[src/rtl/dec_pkg.sv]
// Shared decode constants: MIPS32 opcode/funct/rt fields, ALU op encodings,
// control-bundle bit positions and the mult/div interlock state type.
package dec_pkg;

  localparam int DEC_CTRL_W = 22;

  localparam int CTRL_REGDST     = 0;
  localparam int CTRL_ALUSRC     = 1;
  localparam int CTRL_MEMTOREG   = 2;
  localparam int CTRL_BRANCH     = 3;
  localparam int CTRL_JUMP       = 4;
  localparam int CTRL_JUMPREG    = 5;
  localparam int CTRL_REGWRITE   = 6;
  localparam int CTRL_HILOTOREG  = 7;
  localparam int CTRL_HIORLO     = 8;
  localparam int CTRL_HIWRITE    = 9;
  localparam int CTRL_LOWRITE    = 10;
  localparam int CTRL_IMMSE      = 11;
  localparam int CTRL_LINKREG    = 12;
  localparam int CTRL_LINKDATA   = 13;
  localparam int CTRL_ISMULT     = 14;
  localparam int CTRL_SIGNEDMULT = 15;
  localparam int CTRL_ISDIV      = 16;
  localparam int CTRL_SIGNEDDIV  = 17;
  localparam int CTRL_CP0TOREG   = 18;
  localparam int CTRL_CP0WRITE   = 19;
  localparam int CTRL_OVF_DETECT = 20;
  localparam int CTRL_MEMWE      = 21;

  localparam logic [5:0] OP_SPECIAL = 6'h00, OP_REGIMM = 6'h01, OP_J     = 6'h02;
  localparam logic [5:0] OP_JAL     = 6'h03, OP_BEQ    = 6'h04, OP_BNE   = 6'h05;
  localparam logic [5:0] OP_BLEZ    = 6'h06, OP_BGTZ   = 6'h07, OP_ADDI  = 6'h08;
  localparam logic [5:0] OP_ADDIU   = 6'h09, OP_SLTI   = 6'h0A, OP_SLTIU = 6'h0B;
  localparam logic [5:0] OP_ANDI    = 6'h0C, OP_ORI    = 6'h0D, OP_XORI  = 6'h0E;
  localparam logic [5:0] OP_LUI     = 6'h0F, OP_COP0   = 6'h10, OP_LB    = 6'h20;
  localparam logic [5:0] OP_LH      = 6'h21, OP_LW     = 6'h23, OP_LBU   = 6'h24;
  localparam logic [5:0] OP_LHU     = 6'h25, OP_SB     = 6'h28, OP_SH    = 6'h29;
  localparam logic [5:0] OP_SW      = 6'h2B;

  localparam logic [5:0] F_SLL  = 6'h00, F_SRL  = 6'h02, F_SRA   = 6'h03, F_SLLV = 6'h04;
  localparam logic [5:0] F_SRLV = 6'h06, F_SRAV = 6'h07, F_JR    = 6'h08, F_JALR = 6'h09;
  localparam logic [5:0] F_MFHI = 6'h10, F_MTHI = 6'h11, F_MFLO  = 6'h12, F_MTLO = 6'h13;
  localparam logic [5:0] F_MULT = 6'h18, F_MULTU = 6'h19, F_DIV  = 6'h1A, F_DIVU = 6'h1B;
  localparam logic [5:0] F_ADD  = 6'h20, F_ADDU = 6'h21, F_SUB   = 6'h22, F_SUBU = 6'h23;
  localparam logic [5:0] F_AND  = 6'h24, F_OR   = 6'h25, F_XOR   = 6'h26, F_NOR  = 6'h27;
  localparam logic [5:0] F_SLT  = 6'h2A, F_SLTU = 6'h2B;

  localparam logic [4:0] RT_BLTZ = 5'h00, RT_BGEZ = 5'h01, RT_BLTZAL = 5'h10, RT_BGEZAL = 5'h11;
  localparam logic [4:0] RS_MFC0 = 5'h00, RS_MTC0 = 5'h04;
  localparam logic [31:0] INSTR_ERET = 32'h4200_0018;

  localparam logic [3:0] ALU_NOP = 4'd0, ALU_ADD = 4'd1, ALU_SUB  = 4'd2, ALU_AND = 4'd3;
  localparam logic [3:0] ALU_OR  = 4'd4, ALU_XOR = 4'd5, ALU_NOR  = 4'd6, ALU_SLT = 4'd7;
  localparam logic [3:0] ALU_SLTU = 4'd8, ALU_SLL = 4'd9, ALU_SRL = 4'd10, ALU_SRA = 4'd11;
  localparam logic [3:0] ALU_LUI = 4'd12;

  typedef enum logic {ST_RUN = 1'b0, ST_MD_BUSY = 1'b1} md_state_e;

  // Entries that touch HI/LO must wait for an outstanding mult/div.
  function automatic logic is_hilo_class(input logic [DEC_CTRL_W-1:0] ctrl);
    return ctrl[CTRL_ISMULT] | ctrl[CTRL_ISDIV] | ctrl[CTRL_HILOTOREG] |
           ctrl[CTRL_HIWRITE] | ctrl[CTRL_LOWRITE];
  endfunction

endpackage

[src/rtl/dec_core.sv]
// Combinational MIPS32 integer decoder. Mult/div and HI/LO moves decode only
// when DEC_MULDIV_EN is defined; otherwise they are reported invalid.
module dec_core
  import dec_pkg::*;
#(
  parameter int ALUOP_W = 4
) (
  input  logic [31:0]           instr,
  output logic [DEC_CTRL_W-1:0] ctrl,
  output logic [ALUOP_W-1:0]    aluop,
  output logic                  invalid
);

  logic [5:0] w_op;
  logic [5:0] w_funct;
  logic [4:0] w_rs;
  logic [4:0] w_rt;
  logic [3:0] w_alu;
  logic       w_rtype;

  assign w_op    = instr[31:26];
  assign w_rs    = instr[25:21];
  assign w_rt    = instr[20:16];
  assign w_funct = instr[5:0];
  assign aluop   = ALUOP_W'(w_alu);

  always_comb begin
    ctrl    = '0;
    w_alu   = ALU_NOP;
    invalid = 1'b0;
    w_rtype = 1'b0;
    case (w_op)
      OP_SPECIAL: begin
        case (w_funct)
          F_SLL, F_SLLV: begin w_rtype = 1'b1; w_alu = ALU_SLL; end
          F_SRL, F_SRLV: begin w_rtype = 1'b1; w_alu = ALU_SRL; end
          F_SRA, F_SRAV: begin w_rtype = 1'b1; w_alu = ALU_SRA; end
          F_ADD:  begin w_rtype = 1'b1; w_alu = ALU_ADD; ctrl[CTRL_OVF_DETECT] = 1'b1; end
          F_SUB:  begin w_rtype = 1'b1; w_alu = ALU_SUB; ctrl[CTRL_OVF_DETECT] = 1'b1; end
          F_ADDU: begin w_rtype = 1'b1; w_alu = ALU_ADD;  end
          F_SUBU: begin w_rtype = 1'b1; w_alu = ALU_SUB;  end
          F_AND:  begin w_rtype = 1'b1; w_alu = ALU_AND;  end
          F_OR:   begin w_rtype = 1'b1; w_alu = ALU_OR;   end
          F_XOR:  begin w_rtype = 1'b1; w_alu = ALU_XOR;  end
          F_NOR:  begin w_rtype = 1'b1; w_alu = ALU_NOR;  end
          F_SLT:  begin w_rtype = 1'b1; w_alu = ALU_SLT;  end
          F_SLTU: begin w_rtype = 1'b1; w_alu = ALU_SLTU; end
          F_JR:   begin ctrl[CTRL_JUMP] = 1'b1; ctrl[CTRL_JUMPREG] = 1'b1; end
          F_JALR: begin
            w_rtype = 1'b1;
            ctrl[CTRL_JUMP] = 1'b1; ctrl[CTRL_JUMPREG] = 1'b1; ctrl[CTRL_LINKDATA] = 1'b1;
          end
`ifdef DEC_MULDIV_EN
          F_MFHI:  begin w_rtype = 1'b1; ctrl[CTRL_HILOTOREG] = 1'b1; ctrl[CTRL_HIORLO] = 1'b1; end
          F_MFLO:  begin w_rtype = 1'b1; ctrl[CTRL_HILOTOREG] = 1'b1; end
          F_MTHI:  ctrl[CTRL_HIWRITE] = 1'b1;
          F_MTLO:  ctrl[CTRL_LOWRITE] = 1'b1;
          F_MULT, F_MULTU: begin
            ctrl[CTRL_ISMULT] = 1'b1; ctrl[CTRL_SIGNEDMULT] = (w_funct == F_MULT);
            ctrl[CTRL_HIWRITE] = 1'b1; ctrl[CTRL_LOWRITE] = 1'b1;
          end
          F_DIV, F_DIVU: begin
            ctrl[CTRL_ISDIV] = 1'b1; ctrl[CTRL_SIGNEDDIV] = (w_funct == F_DIV);
            ctrl[CTRL_HIWRITE] = 1'b1; ctrl[CTRL_LOWRITE] = 1'b1;
          end
`endif
          default: invalid = 1'b1;
        endcase
        ctrl[CTRL_REGDST]   = ctrl[CTRL_REGDST] | w_rtype;
        ctrl[CTRL_REGWRITE] = ctrl[CTRL_REGWRITE] | w_rtype;
      end
      OP_REGIMM: begin
        case (w_rt)
          RT_BLTZ, RT_BGEZ: begin
            ctrl[CTRL_BRANCH] = 1'b1; ctrl[CTRL_IMMSE] = 1'b1; w_alu = ALU_SLT;
          end
          RT_BLTZAL, RT_BGEZAL: begin
            ctrl[CTRL_BRANCH] = 1'b1; ctrl[CTRL_IMMSE] = 1'b1; w_alu = ALU_SLT;
            ctrl[CTRL_REGWRITE] = 1'b1; ctrl[CTRL_LINKREG] = 1'b1; ctrl[CTRL_LINKDATA] = 1'b1;
          end
          default: invalid = 1'b1;
        endcase
      end
      OP_J:   ctrl[CTRL_JUMP] = 1'b1;
      OP_JAL: begin
        ctrl[CTRL_JUMP] = 1'b1; ctrl[CTRL_REGWRITE] = 1'b1;
        ctrl[CTRL_LINKREG] = 1'b1; ctrl[CTRL_LINKDATA] = 1'b1;
      end
      OP_BEQ, OP_BNE, OP_BLEZ, OP_BGTZ: begin
        ctrl[CTRL_BRANCH] = 1'b1; ctrl[CTRL_IMMSE] = 1'b1; w_alu = ALU_SUB;
      end
      OP_ADDI, OP_ADDIU, OP_SLTI, OP_SLTIU: begin
        ctrl[CTRL_REGWRITE] = 1'b1; ctrl[CTRL_ALUSRC] = 1'b1; ctrl[CTRL_IMMSE] = 1'b1;
        ctrl[CTRL_OVF_DETECT] = (w_op == OP_ADDI);
        w_alu = (w_op == OP_SLTI) ? ALU_SLT : (w_op == OP_SLTIU) ? ALU_SLTU : ALU_ADD;
      end
      // Logical immediates are zero-extended, so immse stays clear.
      OP_ANDI: begin ctrl[CTRL_REGWRITE] = 1'b1; ctrl[CTRL_ALUSRC] = 1'b1; w_alu = ALU_AND; end
      OP_ORI:  begin ctrl[CTRL_REGWRITE] = 1'b1; ctrl[CTRL_ALUSRC] = 1'b1; w_alu = ALU_OR;  end
      OP_XORI: begin ctrl[CTRL_REGWRITE] = 1'b1; ctrl[CTRL_ALUSRC] = 1'b1; w_alu = ALU_XOR; end
      OP_LUI:  begin ctrl[CTRL_REGWRITE] = 1'b1; ctrl[CTRL_ALUSRC] = 1'b1; w_alu = ALU_LUI; end
      OP_LB, OP_LBU, OP_LH, OP_LHU, OP_LW: begin
        ctrl[CTRL_REGWRITE] = 1'b1; ctrl[CTRL_ALUSRC] = 1'b1;
        ctrl[CTRL_MEMTOREG] = 1'b1; ctrl[CTRL_IMMSE] = 1'b1; w_alu = ALU_ADD;
      end
      OP_SB, OP_SH, OP_SW: begin
        ctrl[CTRL_ALUSRC] = 1'b1; ctrl[CTRL_IMMSE] = 1'b1;
        ctrl[CTRL_MEMWE] = 1'b1; w_alu = ALU_ADD;
      end
      OP_COP0: begin
        if (instr == INSTR_ERET) begin
          ctrl[CTRL_JUMP] = 1'b1;
        end else begin
          case (w_rs)
            RS_MFC0: begin ctrl[CTRL_REGWRITE] = 1'b1; ctrl[CTRL_CP0TOREG] = 1'b1; end
            RS_MTC0: ctrl[CTRL_CP0WRITE] = 1'b1;
            default: invalid = 1'b1;
          endcase
        end
      end
      default: invalid = 1'b1;
    endcase
  end

endmodule

[src/rtl/decode_queue.sv]
// Decode-at-enqueue instruction queue with a mult/div HI/LO interlock.
// The interlock FSM exists only when DEC_MULDIV_EN is defined.
module decode_queue
  import dec_pkg::*;
#(
  parameter int DEPTH   = 4,
  parameter int ALUOP_W = 4
) (
  input  logic                         clk,
  input  logic                         resetn,
  input  logic                         flush,
  input  logic                         in_valid,
  output logic                         in_ready,
  input  logic [31:0]                  in_instr,
  input  logic [31:0]                  in_pc,
  output logic                         out_valid,
  input  logic                         out_ready,
  output logic [DEC_CTRL_W-1:0]        out_ctrl,
  output logic [ALUOP_W-1:0]           out_aluop,
  output logic                         out_invalid,
  output logic [31:0]                  out_instr,
  output logic [31:0]                  out_pc,
  input  logic                         md_done,
  output logic [$clog2(DEPTH+1)-1:0]   count
);

  localparam int AW = $clog2(DEPTH);
  localparam int CW = $clog2(DEPTH+1);

  logic [DEC_CTRL_W-1:0] r_ctrl    [DEPTH];
  logic [ALUOP_W-1:0]    r_aluop   [DEPTH];
  logic                  r_invalid [DEPTH];
  logic [31:0]           r_instr   [DEPTH];
  logic [31:0]           r_pc      [DEPTH];
  logic [AW-1:0]         r_wptr;
  logic [AW-1:0]         r_rptr;
  logic [CW-1:0]         r_count;

  logic [DEC_CTRL_W-1:0] w_dec_ctrl;
  logic [ALUOP_W-1:0]    w_dec_aluop;
  logic                  w_dec_invalid;
  logic                  w_push;
  logic                  w_pop;
  logic                  w_blocked;

  dec_core #(.ALUOP_W(ALUOP_W)) u_core (
    .instr   (in_instr),
    .ctrl    (w_dec_ctrl),
    .aluop   (w_dec_aluop),
    .invalid (w_dec_invalid)
  );

  assign in_ready    = (r_count < CW'(DEPTH));
  assign w_push      = in_valid && in_ready;
  assign w_pop       = out_valid && out_ready;
  assign out_valid   = (r_count != '0) && !w_blocked;
  assign out_ctrl    = r_ctrl[r_rptr];
  assign out_aluop   = r_aluop[r_rptr];
  assign out_invalid = r_invalid[r_rptr];
  assign out_instr   = r_instr[r_rptr];
  assign out_pc      = r_pc[r_rptr];
  assign count       = r_count;

  always_ff @(posedge clk) begin
    if (!resetn) begin
      for (int i = 0; i < DEPTH; i++) begin
        r_ctrl[i]    <= '0;
        r_aluop[i]   <= '0;
        r_invalid[i] <= 1'b0;
        r_instr[i]   <= 32'h0;
        r_pc[i]      <= 32'h0;
      end
      r_wptr  <= '0;
      r_rptr  <= '0;
      r_count <= '0;
    end else if (flush) begin
      r_wptr  <= '0;
      r_rptr  <= '0;
      r_count <= '0;
    end else begin
      if (w_push) begin
        r_ctrl[r_wptr]    <= w_dec_ctrl;
        r_aluop[r_wptr]   <= w_dec_aluop;
        r_invalid[r_wptr] <= w_dec_invalid;
        r_instr[r_wptr]   <= in_instr;
        r_pc[r_wptr]      <= in_pc;
        r_wptr            <= r_wptr + AW'(1);
      end
      if (w_pop) begin
        r_rptr <= r_rptr + AW'(1);
      end
      case ({w_push, w_pop})
        2'b10:   r_count <= r_count + CW'(1);
        2'b01:   r_count <= r_count - CW'(1);
        default: r_count <= r_count;
      endcase
    end
  end

`ifdef DEC_MULDIV_EN
  md_state_e r_state;

  assign w_blocked = (r_state == ST_MD_BUSY) && is_hilo_class(out_ctrl);

  // Flush leaves the interlock alone: the mult/div unit is still running.
  always_ff @(posedge clk) begin
    if (!resetn) begin
      r_state <= ST_RUN;
    end else begin
      case (r_state)
        ST_RUN:     r_state <= (w_pop && (out_ctrl[CTRL_ISMULT] || out_ctrl[CTRL_ISDIV]))
                               ? ST_MD_BUSY : ST_RUN;
        ST_MD_BUSY: r_state <= md_done ? ST_RUN : ST_MD_BUSY;
        default:    r_state <= ST_RUN;
      endcase
    end
  end
`else
  logic w_md_done_unused;

  assign w_md_done_unused = md_done;
  assign w_blocked        = 1'b0;
`endif

endmodule

[config.mk]
export PLATFORM = sky130hd
export DESIGN_NAME = decode_queue
export DESIGN_NICKNAME = d
export VERILOG_FILES = /design/src/rtl/dec_pkg.sv /design/src/rtl/dec_core.sv /design/src/rtl/decode_queue.sv
export SDC_FILE = /design/constraint.sdc
export NUM_CORES = 1
export LEC_CHECK = 0
export ABC_AREA = 1
export BUFFER_PORTS_ARGS = -buffer_cell sky130_fd_sc_hd__buf_2
export CELL_PAD_IN_SITES_DETAIL_PLACEMENT = 0
export CELL_PAD_IN_SITES_GLOBAL_PLACEMENT = 1
export CORE_ASPECT_RATIO = 0.8
export CORE_MARGIN = 2
export CORE_UTILIZATION = 34
export DETAILED_ROUTE_END_ITERATION = 8
export PLACE_DENSITY_LB_ADDON = 0.1
export SLEW_MARGIN = 20
export SYNTH_ARGS = -nofsm -noshare
export SYNTH_HDL_FRONTEND = slang
export SYNTH_SLANG_ARGS = --single-unit
[constraint.sdc]
create_clock -name clk -period 5.4 [get_ports clk]
set_input_delay 0.27 -clock clk [delete_from_list [all_inputs] [get_ports clk]]
set_output_delay 0.27 -clock clk [all_outputs]
set_load 0.005 [all_outputs]
==> summary.log, run 1 <==
INFO  global_routing grt_pass1_vias=11300
INFO  setup_path     arrival=3560ps
INFO  layout         nets=1741
INFO  detailed_routing wl=44400um
INFO  setup_path     timing.critical_path.from_type=flop
INFO  setup_path     timing.critical_path.to_type=flop
INFO  setup_path     r2r_start=count[2]
INFO  setup_path     required=5590ps
INFO  setup_path     endpoint=r_instr[1][9]
INFO  run            maxCapViolCount=0
INFO  placed_design  placedCellCount=2230
INFO  yosys          post_synth.cell_area_avg=10.0um2
INFO  power_and_ir_drop share_clk_of_total_power=42.1%
INFO  yosys          async_reset_ff_share=0%
INFO  yosys          ys_top_cells_by_area=edfxtp_1 64%, nor2_1 12%, o21ai_0 5.8%
INFO  placed_design  buffer_ports.inserted=156
INFO  layout         fin_cells=2303
INFO  floorplan      chipWidth=243um
INFO  setup_path     reg2regPathDepth=10
INFO  setup_path     critical_path_class=reg -> reg
INFO  global_routing antenna_violations_before_repair=3
INFO  detailed_routing drc_errors=0
INFO  sta            worst_clock_skew=12.9ps
INFO  sta            rsz_0062_raised_after_global_routing=no
INFO  cts            cts_root_buf=clkbuf_16
INFO  setup_path     path_max_fanout=59
INFO  power_and_ir_drop power.share.switching=23.4%
INFO  layout         postLayoutCoreUtil=40.3%
INFO  sta            setup-tns-final=0ps
INFO  cts            max-clock-path-buffers=3
INFO  cts            numClockSinks=341
INFO  yosys          netlist_area=15500um2
INFO  floorplan      floorplan.die_area=47300um2
INFO  detailed_routing drt_pre_antenna_iters=6
INFO  yosys          yosys-top-cells-count=487 x nor2_1, 329 x edfxtp_1, 178 x o21ai_0
INFO  yosys          synth_cell_types=38
INFO  setup_path     reg2reg_to=r_instr[1][9]
INFO  floorplan      design.core.area=44700um2
INFO  sta            min_clock_period_post_route=3380ps
INFO  placed_design  gp_congestion=0.797
INFO  placed_design  dpl.hpwl=25200um
INFO  floorplan      placementRows=69
INFO  floorplan      die_h=195um
INFO  run_status     result_of_the_run=finished, final reports clean
INFO  yosys          synth_seq_cells=341
INFO  global_routing grt_first_pass_wirelength=68400um
INFO  yosys          synth_edf_count=329
INFO  power_and_ir_drop power.switching=0.00141W
INFO  global_routing grt_overflow_total=0
INFO  cts            clk-insertion-delay-late=540ps
INFO  detailed_routing dr.first_iter.drc_count=654
INFO  global_routing largest_net_degree_at_the_start_of_global_routing=100
INFO  worst_hold_path hp-class=in -> reg
INFO  setup_path     reg2reg_slack=2020ps
INFO  power_and_ir_drop cellLeakagePower=7.11nW
INFO  setup_path     setup.worst_path.start=count[2]
INFO  floorplan      design.portCount=166
INFO  global_routing track_usage=18.9%
INFO  detailed_routing vias=11200
INFO  power_and_ir_drop seqPwrFrac=50.7%
INFO  yosys          ys_seq_area_share=65.3%
INFO  sta            period_share=62.5%
INFO  sta            setup-violations-final=0
INFO  cts            cts.clk_slew.worst_paths=60ps
INFO  power_and_ir_drop powerDensity=335nW/um2
INFO  layout         drive_above_1_share=16.7%
INFO  detailed_routing avgViaCountPerCell=4.86
INFO  sta            tightest_pin_transition=1020ps
INFO  sta            final_hold_viol_count=0
INFO  power_and_ir_drop internal_power=0.00463W
INFO  cts            post_cts.resized_instances=0
INFO  yosys          postSynthCellCount=1547
INFO  sta            max_transition_viols_final=0
INFO  cts            postCtsHoldBufs=0
INFO  sta            max-slew-margin-rel=32.3%
INFO  yosys          synth.top_cell.area_share=63.8%
INFO  detailed_routing detail-route-antenna-nets=0
INFO  cts            numCtsBuffers=39
INFO  sta            fmax=296MHz
INFO  yosys          synth_top_cell_by_area=edfxtp_1
INFO  sta            smallest_hold_slack=42.8ps
INFO  floorplan      floorplan.initialDensity=34.6%
INFO  layout         area_delta_synth_final=16.4%
INFO  cts            postCtsSetupBuffers=0
INFO  detailed_routing wl_per_cell=19.3um
INFO  yosys          synth-warning-count=0
INFO  cts            cts_tree=built
INFO  cts            htree_levels=2
INFO  yosys          library_cell_with_the_highest_instance_count_after_synthesis=nor2_1
INFO  power_and_ir_drop combinationalPowerShare=7.2%
INFO  power_and_ir_drop worst_ir_drop_on_vdd=0.000180V
INFO  yosys          synthFlopType=edfxtp_1
INFO  power_and_ir_drop power.total=0.00604W
## critical path, stage by stage, from the launching register on
cell and delay [ps]:
dfxtp_1 300, inv_1 130, nand2_1 150, nor2_4 350, clkinv_2 480, nor2_2 220, inv_2 100, nor2_4 120
inv_1 250, nand2_4 440, buf_12 380
## routing by layer
layer  GRT usage [%]  vias up  wire (um)
li1                -     5435          -
met2            31.0      208      20700
met3            2.94       52       1790
met5               0        -         25
met4            4.11        4        687
met1            26.4     5493      21200
## cells by family (layout without fill, tap and decap cells)
group           count (synthesis)  after routing  synth area share (%)
flops                         341            341                  65.3
simple gates                  647            647                  17.1
buf+inv                       275            420                  7.41
fa+ha+maj                       2              2                 0.210
other cells                     1              9                0.0242
compound gates                281            281                  9.89
## flip-flops by register name, indices dropped and copies added, names as in the netlist, named ones only
register and flops:
r_instr 128, r_pc 128, r_ctrl 56, r_aluop 16
r_invalid 4, count 3, r_rptr 2, r_wptr 2
## worst min path at each step
stage                             end       from  depth (start not counted)  slack (ps)
final                     r_pc[0][25]  in_pc[25]                          3          40
after floorplan             r_wptr[0]      flush                          3         430
after CTS                 r_pc[0][15]  in_pc[15]                          3          20
after detailed placement         flop  r_rptr[1]                          2         450
after global routing      r_pc[0][14]  in_pc[14]                          3          30
after global placement           flop  r_rptr[1]                          2         450
## area by class of cell
cell class,instances,area (um2)
fill,4589,26700
sequential,341,10100
multi-input combinational,938,4280
clock buffer,44,995
timing repair buffer,173,978
tap,603,754
inverter,176,673
clock inverter,27,215
antenna,1,2.50
## metrics by stage
step                      area [um2]  worst slack [ps]
after floorplan                15500              1920
after global placement         16800              1790
after detailed placement       16800              1770
after CTS                      18000              1970
after global routing           18000              1800
final                          18000              2020
## cells in the final DEF (no fill, tap or decap), types with 2 or more instances in the layout
master,instances
o21ai_0,178
inv_1,158
edfxtp_1,329
buf_4,12
nor3_1,16
nand2_2,2
nand4_1,4
clkbuf_1,5
or2_1,2
bufinv_16,3
o21ai_1,2
clkinv_1,11
clkinv_2,10
inv_6,4
nand2_1,67
dfxtp_4,2
nor2_4,4
nor2_2,19
inv_2,13
a21oi_1,13
nor2_8,2
clkbuf_16,39
clkinv_4,2
nor2_1,487
o22ai_1,83
buf_12,4
nand3_1,34
nand2_4,4
dfxtp_1,10
inv_4,2
buf_2,156
conb_1,8
## power groups by stage
stage / clock network, W / registers (W) / logic (W)
global placement: 0 / 0.00312 / 0.000447
finish: 0.00255 / 0.00306 / 0.000435
floorplan: 0 / 0.00312 / 0.000239
global route: 0.00270 / 0.00308 / 0.000487
detailed placement: 0 / 0.00312 / 0.000446
CTS: 0.00261 / 0.00306 / 0.000448
No activity file was read; power rests on OpenSTA's default activity.
==> run 2: changes to the inputs <==
Clock period 5.4 ns to 3.3 ns, I/O delays scaled along.
==> summary.log, run 2 (same netlist as run 1, synthesis figures left out) <==
INFO  run_status     result_of_the_run=finished, final reports clean
INFO  layout         reg_top3=r_instr (128), r_pc (128), r_ctrl (56)
INFO  sta            final_hold_viol_count=0 [unchanged]
INFO  power_and_ir_drop cellLeakagePower=7.38nW [+3.8%]
INFO  layout         highest_count_cells_in_the_layout_ignoring_fill_and_taps=487 x nor2_1, 329 x edfxtp_1, 178 x o21ai_0, 158 x inv_1, 156 x buf_2
INFO  worst_hold_path hold-path-cell-count=3 [unchanged]
INFO  detailed_routing dr.first_iter.drc_count=612 [-6.4%]
INFO  layout         layout_commonest_cell=nor2_1
INFO  cts            cts_tree=built
INFO  layout         n_fill_cell=4499 [-2.0%]
INFO  detailed_routing vias=11500 [+2.3%]
INFO  floorplan      design.core.area=44700um2 [unchanged]
INFO  setup_path     path_max_fanout=64 [+8.5%]
INFO  floorplan      floorplan.initialDensity=34.6% [unchanged]
INFO  sta            period_share=80.0%
INFO  sta            max-slew-margin-rel=38.1% [+5.9 points]
INFO  placed_design  dpl.hpwl=25800um [+2.6%]
INFO  cts            numClockSinks=341 [unchanged]
INFO  cts            clk-insertion-delay-late=530ps [about the same]
INFO  worst_hold_path worst_hold_startpoint=in_instr[18]
INFO  sta            rsz_0062_raised_after_global_routing=no
INFO  setup_path     reg2regPathDepth=9 [-1]
INFO  power_and_ir_drop powerDensity=529nW/um2 [+58%]
INFO  cts            numCtsBuffers=39 [unchanged]
INFO  setup_path     critical_path_class=reg -> out
INFO  global_routing grt_overflow_total=0 [unchanged]
INFO  layout         area_delta_synth_final=20.4%
INFO  placed_design  placedCellCount=2244 [+0.63%]
INFO  setup_path     arrival=2470ps [-1090 ps]
INFO  placed_design  gp_congestion=0.815 [+2.3%]
INFO  worst_hold_path hp-class=in -> reg
INFO  detailed_routing wl=45500um [+2.5%]
INFO  floorplan      placementRows=69 [unchanged]
INFO  floorplan      design.portCount=166 [unchanged]
INFO  sta            fmax=379MHz
INFO  setup_path     timing.critical_path.to_type=output port
INFO  layout         drive_above_1_share=16.6% [-0.10 points]
INFO  detailed_routing drc_errors=0 [unchanged]
INFO  worst_hold_path min_to=r_instr[0][18]
INFO  sta            setup-violations-final=0 [unchanged]
INFO  sta            min_clock_period_post_route=2640ps
INFO  detailed_routing detail-route-antenna-nets=0 [unchanged]
INFO  setup_path     reg2reg_slack=810ps [-1210 ps]
INFO  setup_path     required=3130ps [-2460 ps]
INFO  cts            postCtsSetupBuffers=0 [unchanged]
INFO  cts            cts_root_buf=clkbuf_16
INFO  sta            setup-tns-final=0ps [unchanged]
INFO  setup_path     r2r_start=count[2]
INFO  floorplan      floorplan.die_area=47300um2 [unchanged]
INFO  cts            max-clock-path-buffers=3 [unchanged]
INFO  cts            cts.clk_slew.worst_paths=60ps [about the same]
INFO  sta            tightest_pin_transition=928ps [-88.0 ps]
INFO  detailed_routing drt_pre_antenna_iters=5 [-1]
INFO  sta            max_transition_viols_final=0 [unchanged]
INFO  floorplan      chipWidth=243um [unchanged]
INFO  cts            htree_levels=2 [unchanged]
INFO  floorplan      die_h=195um [unchanged]
INFO  global_routing antenna_violations_before_repair=2 [-1]
INFO  run            maxCapViolCount=0 [unchanged]
INFO  global_routing track_usage=19.1% [+0.24 points]
INFO  placed_design  buffer_ports.inserted=156 [unchanged]
INFO  layout         nets=1802 [+3.5%]
INFO  layout         fin_cells=2362 [+2.6%]
INFO  global_routing grt_first_pass_wirelength=69100um [+1.1%]
INFO  power_and_ir_drop worst_ir_drop_on_vdd=0.000284V [+58%]
INFO  sta            worst_clock_skew=12.7ps [-0.198 ps]
INFO  setup_path     reg2reg_to=r_instr[2][3]
INFO  detailed_routing wl_per_cell=19.3um [about the same]
INFO  setup_path     timing.critical_path.from_type=flop
INFO  detailed_routing avgViaCountPerCell=4.85 [-0.23%]
INFO  global_routing largest_net_degree_at_the_start_of_global_routing=97 [-3.0%]
INFO  global_routing grt_pass1_vias=11700 [+3.4%]
==> run 2: per-stage QoR <==
step                instance area [um2]  total power (W)  util (%)  hold WS [ps]  setup slack, ps
global route                      18600           0.0102      41.7          38.0              520
finish                            18600          0.00986      41.7          22.3              661
global placement                  17000          0.00586      38.0           441              777
CTS                               18600          0.00997      41.7          4.05              646
detailed placement                17000          0.00586      38.0           453              754
floorplan                         15500          0.00549         -           326             39.7
==> run 2: metal layers <==
layer	share of wire, %	track usage [%]
met3	3.8	2.58
met5	0	0
met1	49	27.1
met2	46	31.3
met4	1.5	4.29
==> run 2: power breakdown <==
part / internal, W / leakage, nW / switching [W]
registers: 0.00496 / 3.48 / 0.0000532
logic: 0.000260 / 3.33 / 0.000522
clock network: 0.00234 / 0.577 / 0.00172
==> run 2: how the worst max path moves through the flow <==
stage              from             to  slack [ps]  cells after the start
6_report           flop    out_ctrl[3]         660                      5
5_1_grt            flop    out_ctrl[6]         520                      4
4_1_cts            flop    out_ctrl[3]         650                      5
3_3_place_gp     resetn  r_instr[2][3]         780                     11
3_5_place_dp     resetn  r_instr[2][3]         750                     11
2_1_floorplan  count[2]  r_aluop[2][0]          40                      8
==> run 2: worst max-delay path, cell delays in order, from the launching register on <==
cell,delay (ps)
dfxtp_4,380
inv_4,550
buf_4,380
o21ai_0,110
o22ai_1,290
buf_2,190
==> run 2: what timing repair did <==
action / CTS / global route
resized for setup: 0 / 0
hold endpoints to repair: 78 / 0
endpoints found under the setup margin: 0 / 0
hold buffers: 48 / 0
==> run 2: layout make-up <==
cell class                      count  area, um2  area share, %
Tap cell                          603        754           4.05
Timing Repair Buffer              234       1640           8.78
Clock buffer                       51       1060           5.71
Multi-Input combinational cell    938       4280           22.9
Sequential cell                   341      10100           54.3
Antenna cell                        1       2.50         0.0134
Inverter                          176        671           3.60
Clock inverter                     18        108          0.577
==> run 3: changes to the inputs <==
Clock period 3.3 ns to 2.2 ns, I/O delays scaled along.
==> summary.log, run 3 (same netlist as run 1, synthesis figures left out) <==
INFO  detailed_routing drt_pre_antenna_iters=5 [unchanged]
INFO  floorplan      floorplan.initialDensity=34.6% [unchanged]
INFO  sta            max_transition_viols_final=0 [unchanged]
INFO  sta            period_share=96.8%
INFO  global_routing grt_first_pass_wirelength=69700um [+0.77%]
INFO  cts            numCtsBuffers=38 [-2.6%]
INFO  power_and_ir_drop powerDensity=776nW/um2 [+47%]
INFO  layout         area_delta_synth_final=23.0%
INFO  global_routing grt_overflow_total=0 [unchanged]
INFO  cts            cts_root_buf=clkbuf_16
INFO  layout         layout_commonest_cell=nor2_1
INFO  detailed_routing wl_per_cell=19.3um [about the same]
INFO  setup_path     arrival=2020ps [-450 ps]
INFO  layout         reg_top3=r_instr (128), r_pc (128), r_ctrl (56)
INFO  setup_path     critical_path_class=reg -> out
INFO  global_routing grt_pass1_vias=11900 [+1.8%]
INFO  setup_path     reg2reg_slack=260ps [-550 ps]
INFO  placed_design  dpl.hpwl=26700um [+3.3%]
INFO  floorplan      die_h=195um [unchanged]
INFO  layout         highest_count_cells_in_the_layout_ignoring_fill_and_taps=487 x nor2_1, 329 x edfxtp_1, 178 x o21ai_0, 157 x inv_1, 156 x buf_2
INFO  setup_path     timing.critical_path.from_type=flop
INFO  power_and_ir_drop worst_ir_drop_on_vdd=0.000452V [+59%]
INFO  layout         antenna_cells=0 [-1]
INFO  global_routing track_usage=19.2% [+0.080 points]
INFO  setup_path     timing.critical_path.to_type=output port
INFO  detailed_routing vias=11600 [+1.3%]
INFO  power_and_ir_drop combinationalPowerShare=8.4% [+0.5 points]
INFO  power_and_ir_drop power.share.switching=23.1% [-0.22 points]
INFO  layout         drive_above_1_share=17.2% [+0.65 points]
INFO  cts            numClockSinks=341 [unchanged]
INFO  power_and_ir_drop cellLeakagePower=7.56nW [+2.4%]
INFO  layout         fin_cells=2388 [+1.1%]
INFO  sta            tightest_pin_transition=625ps [-303 ps]
INFO  sta            worst_clock_skew=11.3ps [-1.40 ps]
INFO  cts            cts.clk_slew.worst_paths=60ps [about the same]
INFO  detailed_routing avgViaCountPerCell=4.86 [+0.18%]
INFO  sta            smallest_hold_slack=28.8ps [+6.50 ps]
INFO  detailed_routing detail-route-antenna-nets=0 [unchanged]
INFO  power_and_ir_drop internal_power=0.0114W [+50%]
INFO  run            maxCapViolCount=0 [unchanged]
INFO  cts            cts_tree=built
INFO  detailed_routing wl=46000um [+1.1%]
INFO  sta            rsz_0062_raised_after_global_routing=no
INFO  placed_design  gp_congestion=0.827 [+1.4%]
INFO  setup_path     path_max_fanout=60 [-6.3%]
INFO  cts            max-clock-path-buffers=3 [unchanged]
INFO  global_routing antenna_violations_before_repair=1 [-1]
INFO  cts            htree_levels=2 [unchanged]
INFO  floorplan      chipWidth=243um [unchanged]
INFO  setup_path     required=2090ps [-1040 ps]
INFO  worst_hold_path hp-class=in -> reg
INFO  sta            min_clock_period_post_route=2130ps
INFO  floorplan      placementRows=69 [unchanged]
INFO  layout         nets=1829 [+1.5%]
INFO  power_and_ir_drop power.switching=0.00342W [+49%]
INFO  power_and_ir_drop share_clk_of_total_power=40.8% [-0.4 points]
INFO  floorplan      floorplan.die_area=47300um2 [unchanged]
INFO  sta            setup-violations-final=0 [unchanged]
INFO  cts            clk-insertion-delay-late=530ps [about the same]
INFO  sta            fmax=469MHz
INFO  placed_design  buffer_ports.inserted=156 [unchanged]
INFO  power_and_ir_drop power.total=0.0148W [+50%]
INFO  sta            max-slew-margin-rel=58.3% [+20 points]
INFO  run_status     result_of_the_run=finished, final reports clean
INFO  sta            final_hold_viol_count=0 [unchanged]
INFO  global_routing largest_net_degree_at_the_start_of_global_routing=82 [-15%]
INFO  power_and_ir_drop seqPwrFrac=50.8% [about the same]
INFO  detailed_routing dr.first_iter.drc_count=849 [+39%]
INFO  detailed_routing drc_errors=0 [unchanged]
INFO  floorplan      design.core.area=44700um2 [unchanged]
INFO  placed_design  placedCellCount=2253 [+0.40%]
INFO  floorplan      design.portCount=166 [unchanged]
run 3: cell types whose count changed in the layout (fill, tap and decap cells not counted), moves of 3 or more:
cell           before  now
clkbuf_1           10   15
o22ai_2             0    4
clkinv_2            9    6
dlygate4sd3_1      48   64
buf_12             12   21
buf_6               0    3
o22ai_1            83   79
run 3: path summary, 6_finish.rpt:
check               startpoint        endpoint  cells after the start
hold reg to reg      r_rptr[1]            flop                      2
setup reg to reg      count[1]        count[2]                     11
setup / recovery          flop     out_ctrl[3]                      5
hold / removal    in_instr[30]  r_instr[0][30]                      3
run 3: cell type report:
cell class	count	area, um2
Multi-Input combinational cell	938	4310
Inverter	176	677
Sequential cell	341	10100
Timing Repair Buffer	262	2040
Fill cell	4460	25700
Clock buffer	54	1030
Tap cell	603	754
Clock inverter	14	115
run 3: metrics by stage:
stage,setup slack (ps),cell area [um2],TNS [ps],utilization (%)
final,70.0,19100,0,42.6
after global routing,8.90,19100,0,42.6
after CTS,8.38,19000,0,42.5
after detailed placement,240,17200,0,38.4
after global placement,240,17200,0,38.4
after floorplan,-252,15600,-29790,-
run 3: per-layer routing:
metal  up-vias  track usage (%)  share of wire, %
li1       5610                -                 -
met1      5668             26.8                47
met4         2             4.75               2.1
met3        67             3.07               4.4
met5         -                0             0.024
met2       252             31.4                47
run 3: worst max-delay path, stage by stage, from the launching register on:
cell and delay, ps:
dfxtp_4 430, inv_4 130, buf_12 260, o21ai_0 130
o22ai_1 290, buf_2 190
run 3: power groups by stage:
| stage | Combinational [W] | Clock, W | Sequential, W |
|---|---|---|---|
| global placement | 0.00117 | 0 | 0.00765 |
| global route | 0.00136 | 0.00642 | 0.00755 |
| detailed placement | 0.00117 | 0 | 0.00766 |
| CTS | 0.00126 | 0.00617 | 0.00752 |
| floorplan | 0.000595 | 0 | 0.00764 |
| finish | 0.00124 | 0.00603 | 0.00752 |
run 3: what timing repair did:
action	in CTS	in global routing
hold buffers	64	0
endpoints found under the hold margin	111	0
gates resized for setup	4	5
setup endpoints to repair	19	11
gates cloned	0	1
buffers inserted	1	1
